$ cat src/rtl/nrr_victim_gen.sv
// Buffers NRR aggressor requests in a small FIFO and issues their victim rows over valid/ready.
// Define NRR_BLAST_RADIUS2_EN to add the +/-2 victims after the +/-1 pair.
module nrr_victim_gen #(
  parameter int ADDR_SIZE       = 18,
  parameter int FIFO_DEPTH      = 4,
  parameter int FIFO_DEPTH_BITS = 2,
  parameter int DROP_CNT_SIZE   = 8
) (
  input  logic                     clk,
  input  logic                     rst,
  input  logic                     nrr_cmd,
  input  logic [ADDR_SIZE-1:0]     nrr_addr,
  output logic                     vrr_valid,
  input  logic                     vrr_ready,
  output logic [ADDR_SIZE-1:0]     vrr_addr,
  output logic                     busy,
  output logic                     fifo_full,
  output logic [DROP_CNT_SIZE-1:0] drop_cnt
);

`ifdef NRR_BLAST_RADIUS2_EN
  localparam int NUM_OFF = 4;
  localparam int IDX_W   = 2;
`else
  localparam int NUM_OFF = 2;
  localparam int IDX_W   = 1;
`endif

  localparam logic [FIFO_DEPTH_BITS:0]   FULL_CNT = (FIFO_DEPTH_BITS+1)'(FIFO_DEPTH);
  localparam logic [FIFO_DEPTH_BITS-1:0] LAST_PTR = FIFO_DEPTH_BITS'(FIFO_DEPTH-1);

  typedef enum logic [0:0] {IDLE = 1'b0, ISSUE = 1'b1} state_t;

  // Victim computed one bit wider; a set MSB means the row fell off either end of the bank.
  function automatic logic [ADDR_SIZE:0] victim_sum(input logic [ADDR_SIZE-1:0] agg,
                                                    input logic [1:0]           idx);
    logic [ADDR_SIZE:0] ext;
    ext = {1'b0, agg};
    case (idx)
      2'd0:    victim_sum = ext - (ADDR_SIZE+1)'(1);
      2'd1:    victim_sum = ext + (ADDR_SIZE+1)'(1);
`ifdef NRR_BLAST_RADIUS2_EN
      2'd2:    victim_sum = ext - (ADDR_SIZE+1)'(2);
      2'd3:    victim_sum = ext + (ADDR_SIZE+1)'(2);
`endif
      default: victim_sum = ext;
    endcase
  endfunction

  // Returns {found, idx} for the lowest legal offset index >= start.
  function automatic logic [IDX_W:0] find_legal(input logic [ADDR_SIZE-1:0] agg,
                                                input int                   start);
    logic [ADDR_SIZE:0] sum;
    find_legal = '0;
    for (int i = NUM_OFF - 1; i >= 0; i--) begin
      sum = victim_sum(agg, 2'(i));
      if ((i >= start) && !sum[ADDR_SIZE]) begin
        find_legal = {1'b1, IDX_W'(i)};
      end
    end
  endfunction

  logic [ADDR_SIZE-1:0]       mem_q [FIFO_DEPTH];
  logic [FIFO_DEPTH_BITS-1:0] wr_ptr_q, rd_ptr_q;
  logic [FIFO_DEPTH_BITS:0]   count_q;
  logic [DROP_CNT_SIZE-1:0]   drop_cnt_q;
  state_t                     state_q, state_d;
  logic [ADDR_SIZE-1:0]       agg_q, agg_d;
  logic [IDX_W-1:0]           idx_q, idx_d;
  logic                       valid_q, valid_d;
  logic [ADDR_SIZE-1:0]       addr_q, addr_d;

  logic                       full_s, push_s, pop_s, drop_s;
  logic [ADDR_SIZE-1:0]       head_s;
  logic [IDX_W:0]             head_srch_s, next_srch_s;
  logic [ADDR_SIZE:0]         head_vsum_s, next_vsum_s;

  assign full_s      = (count_q == FULL_CNT);
  assign push_s      = nrr_cmd && !full_s;
  assign drop_s      = nrr_cmd && full_s;
  assign head_s      = mem_q[rd_ptr_q];
  assign head_srch_s = find_legal(head_s, 0);
  assign next_srch_s = find_legal(agg_q, int'(idx_q) + 1);
  assign head_vsum_s = victim_sum(head_s, 2'(head_srch_s[IDX_W-1:0]));
  assign next_vsum_s = victim_sum(agg_q, 2'(next_srch_s[IDX_W-1:0]));

  // Next-state and next-victim selection.
  always_comb begin
    state_d = state_q;
    agg_d   = agg_q;
    idx_d   = idx_q;
    valid_d = valid_q;
    addr_d  = addr_q;
    pop_s   = 1'b0;
    case (state_q)
      IDLE: begin
        if (count_q != '0) begin
          pop_s   = 1'b1;
          state_d = ISSUE;
          agg_d   = head_s;
          idx_d   = head_srch_s[IDX_W-1:0];
          valid_d = 1'b1;
          addr_d  = head_vsum_s[ADDR_SIZE-1:0];
        end else begin
          valid_d = 1'b0;
        end
      end
      ISSUE: begin
        if (vrr_ready) begin
          if (next_srch_s[IDX_W]) begin
            idx_d  = next_srch_s[IDX_W-1:0];
            addr_d = next_vsum_s[ADDR_SIZE-1:0];
          end else begin
            state_d = IDLE;
            valid_d = 1'b0;
            addr_d  = '0;
          end
        end else begin
          valid_d = 1'b1;
        end
      end
      default: begin
        state_d = IDLE;
        valid_d = 1'b0;
        addr_d  = '0;
      end
    endcase
  end

  // FIFO storage; contents are don't-care until a push, so no reset.
  always_ff @(posedge clk) begin
    if (push_s) begin
      mem_q[wr_ptr_q] <= nrr_addr;
    end
  end

  // FIFO pointers, occupancy and the saturating drop counter.
  always_ff @(posedge clk or posedge rst) begin
    if (rst) begin
      wr_ptr_q   <= '0;
      rd_ptr_q   <= '0;
      count_q    <= '0;
      drop_cnt_q <= '0;
    end else begin
      if (push_s) begin
        wr_ptr_q <= (wr_ptr_q == LAST_PTR) ? '0 : wr_ptr_q + FIFO_DEPTH_BITS'(1);
      end
      if (pop_s) begin
        rd_ptr_q <= (rd_ptr_q == LAST_PTR) ? '0 : rd_ptr_q + FIFO_DEPTH_BITS'(1);
      end
      case ({push_s, pop_s})
        2'b10:   count_q <= count_q + (FIFO_DEPTH_BITS+1)'(1);
        2'b01:   count_q <= count_q - (FIFO_DEPTH_BITS+1)'(1);
        default: count_q <= count_q;
      endcase
      if (drop_s && (drop_cnt_q != '1)) begin
        drop_cnt_q <= drop_cnt_q + DROP_CNT_SIZE'(1);
      end
    end
  end

  // Issue FSM state and the registered victim output.
  always_ff @(posedge clk or posedge rst) begin
    if (rst) begin
      state_q <= IDLE;
      agg_q   <= '0;
      idx_q   <= '0;
      valid_q <= 1'b0;
      addr_q  <= '0;
    end else begin
      state_q <= state_d;
      agg_q   <= agg_d;
      idx_q   <= idx_d;
      valid_q <= valid_d;
      addr_q  <= addr_d;
    end
  end

  assign vrr_valid = valid_q;
  assign vrr_addr  = addr_q;
  assign busy      = (count_q != '0) || (state_q != IDLE);
  assign fifo_full = full_s;
  assign drop_cnt  = drop_cnt_q;

endmodule
$ cat config.mk
export PLATFORM = sky130hd
export DESIGN_NAME = nrr_victim_gen
export DESIGN_NICKNAME = d
export VERILOG_FILES = /design/src/rtl/nrr_victim_gen.sv
export SDC_FILE = /design/constraint.sdc
export NUM_CORES = 1
export LEC_CHECK = 0
export ABC_AREA = 0
export CAP_MARGIN = 25
export CORE_AREA = 2 2 133 135
export CTS_CLUSTER_DIAMETER = 50
export DETAILED_ROUTE_END_ITERATION = 7
export DIE_AREA = 0 0 135 137
export GPL_TIMING_DRIVEN = 1
export HOLD_SLACK_MARGIN = 0.03
export PLACE_DENSITY = 0.62
export SYNTH_ARGS = -nofsm -noshare
export SYNTH_HDL_FRONTEND = slang
export SYNTH_SLANG_ARGS = --single-unit
$ cat constraint.sdc
create_clock -name clk -period 6.5 [get_ports clk]
set_input_delay 1.3 -clock clk [delete_from_list [all_inputs] [get_ports clk]]
set_output_delay 1.3 -clock clk [all_outputs]
set_load 0.05 [all_outputs]
==> impl_metrics.env <==
export IMPL_status="complete, no violations"
export IMPL_fp_coreArea_um2=17100
export IMPL_io_pins=51
export IMPL_antenna_cells=0
export IMPL_postLayoutCoreUtil_pct=42.5
export IMPL_setup_tns_ns=0
export IMPL_async_flop_share_pct=42.9
export IMPL_cp_data_arrival_time_ns=2.51
export IMPL_vias=3907
export IMPL_path_clk_slew_ns=0.05
export IMPL_required_ns=5.20
export IMPL_cts_buffers=17
export IMPL_grt_pass1_vias=3867
export IMPL_hold_path_class="reg2reg"
export IMPL_clock_path_buffers=2
export IMPL_die_h_um=137
export IMPL_finalCritPeriodShare_pct=58.5
export IMPL_critPathMaxFanout=10
export IMPL_gp_congestion=0.883
export IMPL_grt_antenna_before_repair=0
export IMPL_vdd_ir_drop_max_mv=0.242
export IMPL_synthCells=459
export IMPL_max_freq_mhz=263
export IMPL_finClkSkew_ns=0.00831
export IMPL_ys_types=56
export IMPL_ys_seq_area_share_pct=59.7
export IMPL_drtIter0Drc=361
export IMPL_ys_flop_type="edfxtp_1"
export IMPL_post_cts_setup_buffers=0
export IMPL_fin_crit_ns=3.81
export IMPL_avgViaCountPerCell=5.18
export IMPL_pre_cts_ws_ns=3.10
export IMPL_grt_use_total_pct=15.2
export IMPL_cts_resized=0
export IMPL_start_util_pct=34.5
export IMPL_total_power_mw=3.72
export IMPL_drc_errors=0
export IMPL_rows=48
export IMPL_nNetsFinal=550
export IMPL_ant_nets=0
export IMPL_end_kind="output port"
export IMPL_die_area_um2=18500
export IMPL_syn_nets=493
export IMPL_rsz0062_at_grt="false"
export IMPL_clk_latency_ns=0.42
export IMPL_portBuffers=50
export IMPL_crit_type="reg2out"
export IMPL_ys_ff_latch=126
export IMPL_firstDrtPassIters=5
export IMPL_netlist_area_um2=5890
export IMPL_synth_edf_count=72
export IMPL_cap_violations=0
export IMPL_grt_overflow_total=0
export IMPL_areaGrowthSynthToFinish_pct=23.2
export IMPL_cts_hold_buf=0
export IMPL_relSlewSlack_pct=35.6
export IMPL_setup_viol=0
export IMPL_grt_max_degree=55
export IMPL_drt_wirelength_per_cell_um=17.4
export IMPL_cp_start_kind="flip-flop"
export IMPL_drive_gt1_share_pct=11.3
export IMPL_cts_sinks=126
export IMPL_hold_viol=0
export IMPL_grt_pass1_wl_um=21100
export IMPL_fin_cells=754
export IMPL_cts_htree_levels=4
export IMPL_die_w_um=135
export IMPL_synth_avg_cell_area_um2=12.8
export IMPL_hpwl_um=9020
export IMPL_tritoncts="built"
export IMPL_worst_pin_slew_ns=0.965
export IMPL_ys_warn_count=0
export IMPL_wirelength_um=13100
export IMPL_root_buffer="clkbuf_16"
export IMPL_power_density_nw_per_um2=513
export IMPL_dpl_cell_count=722
export IMPL_finalWorstSetupSlack_ns=2.69
export IMPL_slew_viol_final=0
export IMPL_leakagePower_nw=2.74
## layer usage
layer  part of all wire (%)  vias up  track usage [%]
met3                    6.0       16             4.22
met1                     45     1931             19.9
met2                     48      142             24.1
li1                       -     1818                -
met4                    1.4        0             5.90
met5                      0        -                0
## layout make-up
cell class	instances	area (um^2)
timing repair buffer	53	543
clock inverter	12	163
fill	1620	9800
tap	225	282
sequential	126	3510
clock buffer	20	447
inverter	18	67.6
multi-input combinational	300	2240
## synthesized netlist by cell type, drive strengths merged, types with 3 or more instances
cell / n / area share, %
a21oi: 16 / 1.4
a22oi: 4 / 0.51
and3: 7 / 0.74
and4: 4 / 0.60
buf: 3 / 0.40
clkbuf: 12 / 0.77
dfrtp: 54 / 23
edfxtp: 72 / 37
ha: 11 / 2.3
inv: 18 / 1.1
mux2: 4 / 0.77
mux4: 18 / 7.5
nand2: 76 / 4.8
nand3: 9 / 0.77
nand4: 12 / 1.3
nor2: 18 / 1.1
nor2b: 3 / 0.32
nor3: 11 / 1.1
nor4: 6 / 1.3
o211ai: 3 / 0.38
o21ai: 24 / 2.0
o22ai: 4 / 0.43
or2: 3 / 0.36
xnor2: 19 / 2.8
xor2: 19 / 2.8
## kinds of logic after synthesis
group	Yosys count	share of synthesized area, %
AND/OR/NAND/NOR	157	13.5
AO/OA/AOI/OAI	70	7.71
adder cells (fa/ha/maj)	12	2.68
multiplexers	23	8.46
flip-flops	126	59.7
XOR/XNOR	38	5.65
buffers and inverters	33	2.32
## placed cells by master, fill, tap and decap left out, drive strengths merged, types with 2 or more instances in the layout
master         instances
bufinv                 3
a22oi                  4
nor3                  11
and4                   4
and2                   2
nor4                   6
nor2b                  3
nand2                 76
dfrtp                 54
clkinv                 6
or4                    2
mux2                   4
mux4                  18
clkinvlp               2
a21oi                 16
o22ai                  4
edfxtp                72
a211o                  2
clkbuf                20
inv                   19
o221ai                 2
ha                    11
or2                    3
nand2b                 2
xnor2                 19
a31oi                  2
nor2                  18
clkdlybuf4s50         50
xor2                  19
nand3                  9
nand4                 12
o211ai                 3
buf                    3
a21o                   2
o21bai                 2
o21ai                 24
and3                   7
## final timing paths
kind	from	end	slack (ns)	cells after the start
max	state_q$_DFF_PP0_	busy	2.69	3
min	vrr_addr[0]$_DFFE_PP0P_	vrr_addr[0]$_DFFE_PP0P_	0.48	2
max reg2reg	rd_ptr_q[0]$_DFFE_PP0P_	vrr_addr[14]$_DFFE_PP0P_	3.23	10
min reg2reg	vrr_addr[0]$_DFFE_PP0P_	vrr_addr[0]$_DFFE_PP0P_	0.48	2
max in group asynchronous	rst	drop_cnt[0]$_DFFE_PP0P_	4.61	3
min in group asynchronous	rst	vrr_valid$_DFFE_PP0P_	1.40	3
## worst max-delay path, cell delays in order, from the launching register on
cell and delay, ns:
dfrtp_1 0.51, nor4_1 0.53, inv_1 0.26, clkdlybuf4s50_1 0.77
## state kept, by name, indices dropped and copies added, names as in the netlist
register	flops
mem_q	72
agg_q	18
vrr_addr	18
drop_cnt	8
count_q	3
rd_ptr_q	2
wr_ptr_q	2
idx_q	1
state_q	1
vrr_valid	1
## per-stage QoR
step,instance area [um^2],hold WS [ns]
detailed placement,6640,0.474
floorplan,5890,0.480
CTS,7250,0.486
finish,7250,0.485
global route,7250,0.519
global placement,6620,0.476
## power by group
part	switching [mW]	leakage, nW	internal [mW]
clock	0.356	0.291	0.616
sequential	0.200	1.33	1.10
combinational	0.913	1.12	0.534
total	1.47	2.74	2.25
No activity file was read; power rests on OpenSTA's default activity.
